--- src/rtl/cmplx_twiddle_mult.sv ---
// Four-stage complex multiplier (sample x twiddle or sample x conj(twiddle)) with
// round-half-up, saturation to sample width, a travelling valid bit and a sticky overflow flag.
module cmplx_twiddle_mult #(
    parameter int DATA_W = 16,
    parameter int TW_W   = 16
) (
    input  logic                     clk,
    input  logic                     aclr,
    input  logic                     en,
    input  logic                     in_valid,
    input  logic                     conj,
    input  logic signed [DATA_W-1:0] data_re,
    input  logic signed [DATA_W-1:0] data_im,
    input  logic signed [TW_W-1:0]   tw_re,
    input  logic signed [TW_W-1:0]   tw_im,
    input  logic                     ovf_clr,
    output logic                     out_valid,
    output logic signed [DATA_W-1:0] out_re,
    output logic signed [DATA_W-1:0] out_im,
    output logic                     ovf
);

    localparam int PW = DATA_W + TW_W;
    localparam int SW = PW + 1;

    localparam logic signed [SW-1:0] RND = {{(SW-TW_W+1){1'b0}}, 1'b1, {(TW_W-2){1'b0}}};
    localparam logic signed [SW-1:0] HI  = {{(SW-DATA_W+1){1'b0}}, {(DATA_W-1){1'b1}}};
    localparam logic signed [SW-1:0] LO  = {{(SW-DATA_W+1){1'b1}}, {(DATA_W-1){1'b0}}};

    logic signed [DATA_W-1:0] a_q, b_q;
    logic signed [TW_W-1:0]   c_q, d_q;
    logic                     conj1, v1;

    logic signed [PW-1:0]     a_x, b_x, c_x, d_x;
    logic signed [PW-1:0]     p_ac, p_bd, p_ad, p_bc;
    logic                     conj2, v2;

    logic signed [SW-1:0]     ac_x, bd_x, ad_x, bc_x;
    logic signed [SW-1:0]     sum_re_d, sum_im_d;
    logic signed [SW-1:0]     sum_re, sum_im;
    logic                     v3;

    logic signed [SW-1:0]     shr_re, shr_im;
    logic signed [DATA_W-1:0] sat_re, sat_im;
    logic                     hit_re, hit_im, sat_any;

    always_ff @(posedge clk or posedge aclr) begin
        if (aclr) begin
            a_q   <= '0;
            b_q   <= '0;
            c_q   <= '0;
            d_q   <= '0;
            conj1 <= 1'b0;
            v1    <= 1'b0;
        end else if (en) begin
            a_q   <= data_re;
            b_q   <= data_im;
            c_q   <= tw_re;
            d_q   <= tw_im;
            conj1 <= conj;
            v1    <= in_valid;
        end
    end

    // Operands sign-extended to full product width so each product is exact.
    assign a_x = {{TW_W{a_q[DATA_W-1]}}, a_q};
    assign b_x = {{TW_W{b_q[DATA_W-1]}}, b_q};
    assign c_x = {{DATA_W{c_q[TW_W-1]}}, c_q};
    assign d_x = {{DATA_W{d_q[TW_W-1]}}, d_q};

    always_ff @(posedge clk or posedge aclr) begin
        if (aclr) begin
            p_ac  <= '0;
            p_bd  <= '0;
            p_ad  <= '0;
            p_bc  <= '0;
            conj2 <= 1'b0;
            v2    <= 1'b0;
        end else if (en) begin
            p_ac  <= a_x * c_x;
            p_bd  <= b_x * d_x;
            p_ad  <= a_x * d_x;
            p_bc  <= b_x * c_x;
            conj2 <= conj1;
            v2    <= v1;
        end
    end

    assign ac_x = {p_ac[PW-1], p_ac};
    assign bd_x = {p_bd[PW-1], p_bd};
    assign ad_x = {p_ad[PW-1], p_ad};
    assign bc_x = {p_bc[PW-1], p_bc};

    // Conjugation only swaps add/subtract; the twiddle itself is never negated.
    always_comb begin
        sum_re_d = ac_x - bd_x;
        sum_im_d = ad_x + bc_x;
        if (conj2) begin
            sum_re_d = ac_x + bd_x;
            sum_im_d = bc_x - ad_x;
        end
    end

    always_ff @(posedge clk or posedge aclr) begin
        if (aclr) begin
            sum_re <= '0;
            sum_im <= '0;
            v3     <= 1'b0;
        end else if (en) begin
            sum_re <= sum_re_d;
            sum_im <= sum_im_d;
            v3     <= v2;
        end
    end

    assign shr_re = (sum_re + RND) >>> (TW_W - 1);
    assign shr_im = (sum_im + RND) >>> (TW_W - 1);

    always_comb begin
        hit_re = (shr_re > HI) || (shr_re < LO);
        hit_im = (shr_im > HI) || (shr_im < LO);
        sat_re = shr_re[DATA_W-1:0];
        sat_im = shr_im[DATA_W-1:0];
        if (shr_re > HI) sat_re = HI[DATA_W-1:0];
        if (shr_re < LO) sat_re = LO[DATA_W-1:0];
        if (shr_im > HI) sat_im = HI[DATA_W-1:0];
        if (shr_im < LO) sat_im = LO[DATA_W-1:0];
        sat_any = v3 && (hit_re || hit_im);
    end

    always_ff @(posedge clk or posedge aclr) begin
        if (aclr) begin
            out_re    <= '0;
            out_im    <= '0;
            out_valid <= 1'b0;
        end else if (en) begin
            out_re    <= sat_re;
            out_im    <= sat_im;
            out_valid <= v3;
        end
    end

    // Set has priority over clear; clear works even while the pipeline is stalled.
    always_ff @(posedge clk or posedge aclr) begin
        if (aclr) begin
            ovf <= 1'b0;
        end else if (en && sat_any) begin
            ovf <= 1'b1;
        end else if (ovf_clr) begin
            ovf <= 1'b0;
        end
    end

endmodule

--- config.mk ---
export PLATFORM = sky130hd
export DESIGN_NAME = cmplx_twiddle_mult
export DESIGN_NICKNAME = d
export VERILOG_FILES = /design/src/rtl/cmplx_twiddle_mult.sv
export SDC_FILE = /design/constraint.sdc
export NUM_CORES = 2
export LEC_CHECK = 0
export CORE_MARGIN = 4
export CORE_UTILIZATION = 30
export DETAILED_ROUTE_END_ITERATION = 8
export GPL_ROUTABILITY_DRIVEN = 0
export PLACE_DENSITY = 0.58
export SKIP_LAST_GASP = 1
export SLEW_MARGIN = 20
export SYNTH_ARGS = -nofsm -noshare
export SYNTH_HDL_FRONTEND = slang
export SYNTH_SLANG_ARGS = --single-unit
--- constraint.sdc ---
create_clock -name clk -period 9.6 [get_ports clk]
set_input_delay 2.88 -clock clk [delete_from_list [all_inputs] [get_ports clk]]
set_output_delay 2.88 -clock clk [all_outputs]
set_load 0.02 [all_outputs]
## After elaboration in Yosys (flattened, before gate mapping)

Cells that the tools add are included.

| operators by class | value |
|---|---|
| multipliers | 4 |
| reduce and logical (&&, ||, !) cells | 6 |
| $add $sub $neg | 6 |
| magnitude comparators | 4 |
| multiplexer cells | 8 |

Operators with widths:

| kind | count |
|---|---|
| $mul A16 B16 Y32 | 4 |
| $add A32 B32 Y33 | 2 |
| $add A33 B16 Y33 const B | 2 |
| $mux W33 | 2 |
| $sub A32 B32 Y33 | 2 |
| $mux W16 | 4 |
| $gt A18 B16 Y1 const B | 2 |
| $lt A18 B16 Y1 const B | 2 |
| $logic_or A1 B1 Y1 | 3 |
| $logic_and A1 B1 Y1 | 2 |
| $mux W1 | 2 |
| $reduce_bool A2 Y1 | 1 |

| storage, ports and cells | value |
|---|---|
| logic and storage cells | 47 |
| input bits | 70 |
| output and inout bits | 34 |
| flip-flop bits (word level) | 297 |

## Logic depth before layout (Yosys ltp)

| depth | value |
|---|---|
| depth after elaboration | 7 |
| gate-level depth with buffers | 25 |
| gate-level depth less buffers | 24 |

## Worst setup path before layout

Ideal clock, no wire load.

| timing | value |
|---|---|
| kind | register to register |
| start | reg c_q[2] |
| end | reg p_bc[26] |
| stages on the path, launching flop included | 24 |
| setup time | 125 ps |
| data required time | 9,475 ps |
| slack | 3,367 ps |
| arrival | 6,108 ps |
| cell sequence | dfrtp_1 > clkbuf_1 > and2_1 > fa_1 > inv_1 > fa_1 > fa_1 > inv_1 > fa_1 > fa_1 > inv_1 > fa_1 > inv_1 > ha_1 > clkbuf_1 > nand4_1 > or3_1 > or3b_1 > o211a_1 > nor2_1 > a21o_1 > a21oi_1 > xnor2_1 > mux2_2 |

| between the ends | value |
|---|---|
| word-level cells in the longest chain between the ends | 1 |

RTL lines:

| item | line | source |
|---|---|---|
| from (decl) | 31 | `logic signed [TW_W-1:0] c_q, d_q;` |
| from (signal assigned) | 58 | `c_q <= tw_re;` |
| $mul A16 B16 Y32 | 83 | `p_bc <= b_x * c_x;` |
| to (signal assigned) | 83 |  |
| to (decl) | 35 | `logic signed [PW-1:0] p_ac, p_bd, p_ad, p_bc;` |

Every way passes these cells.
A chain may end at the register's enable or synchronous reset.

## Worst setup path after layout

| timing | value |
|---|---|
| start | reg d_q[4] |
| end | reg p_bd[22] |

| between the ends | value |
|---|---|
| word-level cells in the longest chain between the ends | 1 |

RTL lines:

| item | line | source |
|---|---|---|
| from (decl) | 31 |  |
| from (signal assigned) | 59 | `d_q <= tw_im;` |
| $mul A16 B16 Y32 | 81 | `p_bd <= b_x * d_x;` |
| to (signal assigned) | 81 |  |
| to (decl) | 35 |  |

Every way passes these cells.

==> impl_metrics.toml <==
[timing]
setup_tns_ns = 0
finalSetupViolCount = 0
rsz0062_at_grt = "no"
fin_crit_sh = 0.788
fmax_mhz = 132
slew_viol_final = 0
hold_viol = 0
fin_skew_ns = 0.0364
fin_crit_ns = 7.56
max_slew_margin = 0.261
worst_slew_pin_slew_ns = 1.11

[detailed_routing]
drt_iter0_drc = 2194
via_per_inst = 4.77
wl_per_cell_um = 18.4
drc = 0
wirelength_mm = 147
dr.pass1.iters = 7
vias = 38200
antenna_left = 0

[clocking]
cts_num_sinks = 269
ctsHoldBuffers = 0
cts_htree_levels = 2
cts_tree = "built"
cts.reportedPaths.clkPinSlew_ns = 0.06
clockBufferDepth = 3
cts_resized = 0
clock-root-buffer = "clkbuf_16"
cts_made_buffers = 40
clk_latency_ns = 0.62
post_cts.repair.setup_buffers = 0

[yosys]
synth.top_cell.area_share = 0.393
yosysTopAreaCell = "fa_1"
ys_seq_elements = 269
syn_inst = 5663
synth_area_leaders = "fa_1 39%, dfrtp_1 13%, ha_1 9.2%, inv_1 8.4%, and2_1 5.7%"
syn_area_mm2 = 0.0534
synthArstFlopShare = 1.00
synth-main-ff-cell = "dfrtp_1"
syn_area_per_cell_um2 = 9.43
yosysSeqAreaShare = 0.126
ys_warn_count = 0
synth_edf_count = 0
synth_cell_type_count = 76
syn-num-nets = 7175

[die]
die_x_um = 430
coreArea_mm2 = 0.177
rows = 154
dieArea_mm2 = 0.185
start_util = 0.302
io_pins = 104
dieHeight_um = 430

[final_layout]
drive_gt1_frac = 0.0642
n_antenna_cell = 0
nets = 7150
fillCellCount = 18100
syn_to_final_growth_pct = 9.45

[critical_path]
cpMaxStageDelayCell = "dfrtp_1"
start_kind = "register"
required_ns = 10.04
cp_slowest_stage_delay_ns = 1.04
endpoint_kind = "register"
crit_buf_inv = 5
worstPathArrival_ns = 8.01
cp_top_family = "adder cells"
critical_path.cell_chain = "buf_4, and2_1, fa_1, inv_1, fa_1, inv_1, fa_1, fa_1, fa_1, inv_1, fa_1, inv_1, ha_1, and2_1, a2111oi_0, a31oi_1, a221o_1, a21oi_1, nor2b_1, o311ai_0, o21ai_0"
crit_top_cell = "fa_1"
reg2reg_slack_ns = 2.04
path_max_fanout = 22
worstSetupPathType = "register to register"

[placed_design]
port-buffer-count = 103
dp_hpwl_mm = 117

[global_route]
antenna_found_initial = 2
grt_pass1_wl_mm = 241
grt_max_degree = 140
grt_overflow = 0
grt_pass1_vias = 42900
track_usage = 0.165

[outcome]
status = "complete, no violations"

[worst_hold_path]
min-delay-path-class = "register to register"

[flow_run]
drv_cap = 0
-- synthesized netlist by cell type (all sizes together), types with 5 or more instances --
master,n
o21bai,18
o211ai,25
o21ai,96
xor2,80
or2,10
buf,12
a31oi,31
and4,6
nand3,45
clkbuf,241
o2111ai,6
a21o,61
nor3,56
mux2i,6
mux2,181
nand4,20
fa,1048
or4,5
and3,21
nand3b,7
o21a,20
and2,484
a211oi,40
dfrtp,269
a2111oi,9
nor2b,17
xnor2,172
o31ai,21
inv,1197
or3,13
o311ai,6
nor4,13
ha,394
nand2,585
o211a,5
a21oi,167
nand2b,27
nor2,190
-- area by class of cell --
cell class,count,area [µm²],share of cell area
clock buffers,44,1050,0.0179
clock inverters,29,322,0.00550
inverters,1198,4500,0.0770
multi-input cells,3943,41300,0.706
flip-flops and latches,269,6730,0.115
well taps,2340,2930,0.0501
repair buffers,186,1680,0.0288
-- cells in the final DEF, fill, tap and decap left out, types with 20 or more instances in the layout --
master           Yosys  layout
nor2_1             190     190
fa_1              1048    1048
buf_4                1      81
and3_1              21      21
a31oi_1             31      30
a21oi_1            166     165
nand2_1            585     585
and2_1             484     484
inv_1             1196    1195
o31ai_1             21      21
ha_1               394     394
nand3_1             45      45
nand4_1             20      20
nand2b_1            27      27
xor2_1              80      80
mux2_2             181     181
dfrtp_1            269     267
xnor2_1            172     172
nor3_1              56      56
clkdlybuf4s50_1      0     102
o211ai_1            25      25
clkbuf_16            0      41
a211oi_1            39      39
o21a_1              20      20
o21ai_0             87      87
a21o_1              61      61
-- state kept, by name, indices dropped and copies added (netlist names), 19 cells and up --
signal	cells
p_bc	32
sum_im	19
p_ad	32
sum_re	19
p_ac	32
p_bd	32
-- layer usage --
metal / part of all wire / track usage
met2: 0.50 / 0.291
met5: 0 / 0
met1: 0.40 / 0.201
met4: 0.056 / 0.0774
met3: 0.046 / 0.0194
-- logic make-up (layout without fill, tap and decap cells) --
kind of cell / after synthesis / count (layout) / synth area share
simple gates: 1509 / 1509 / 0.140
flops: 269 / 269 / 0.126
fa+ha+maj: 1442 / 1442 / 0.485
mux: 187 / 187 / 0.0393
buf+inv: 1451 / 1457 / 0.102
compound gates: 553 / 553 / 0.0667
xor+xnor: 252 / 252 / 0.0413
-- through the flow --
step	std cells	worst slack, ns	hold WS, ns	cell area, µm²	util
finish	8009	2.04	0.483	58500	0.331
global route	8009	1.67	0.505	58500	0.331
CTS	8009	2.03	0.489	58500	0.331
detailed placement	7936	2.05	0.468	57100	0.323
global placement	7936	2.20	0.463	57100	0.323
floorplan	5663	3.17	0.459	53400	-
-- final timing paths --
path,start,cells after the start,end
worst max-delay path,d_q[4]$_DFFE_PP0P_,21,p_bd[22]$_DFFE_PP0P_
worst min register to register,out_im[1]$_DFFE_PP0P_,1,out_im[1]$_DFFE_PP0P_
max in group asynchronous,aclr,3,b_q[11]$_DFFE_PP0P_
worst max register to register,d_q[4]$_DFFE_PP0P_,21,p_bd[22]$_DFFE_PP0P_
min in group asynchronous,aclr,2,v2$_DFFE_PP0P_
worst min-delay path,out_im[1]$_DFFE_PP0P_,1,out_im[1]$_DFFE_PP0P_
Power is left out: the tool's default activity adds up to more than one toggle a clock period on the data nets, which glitch-free logic cannot reach.
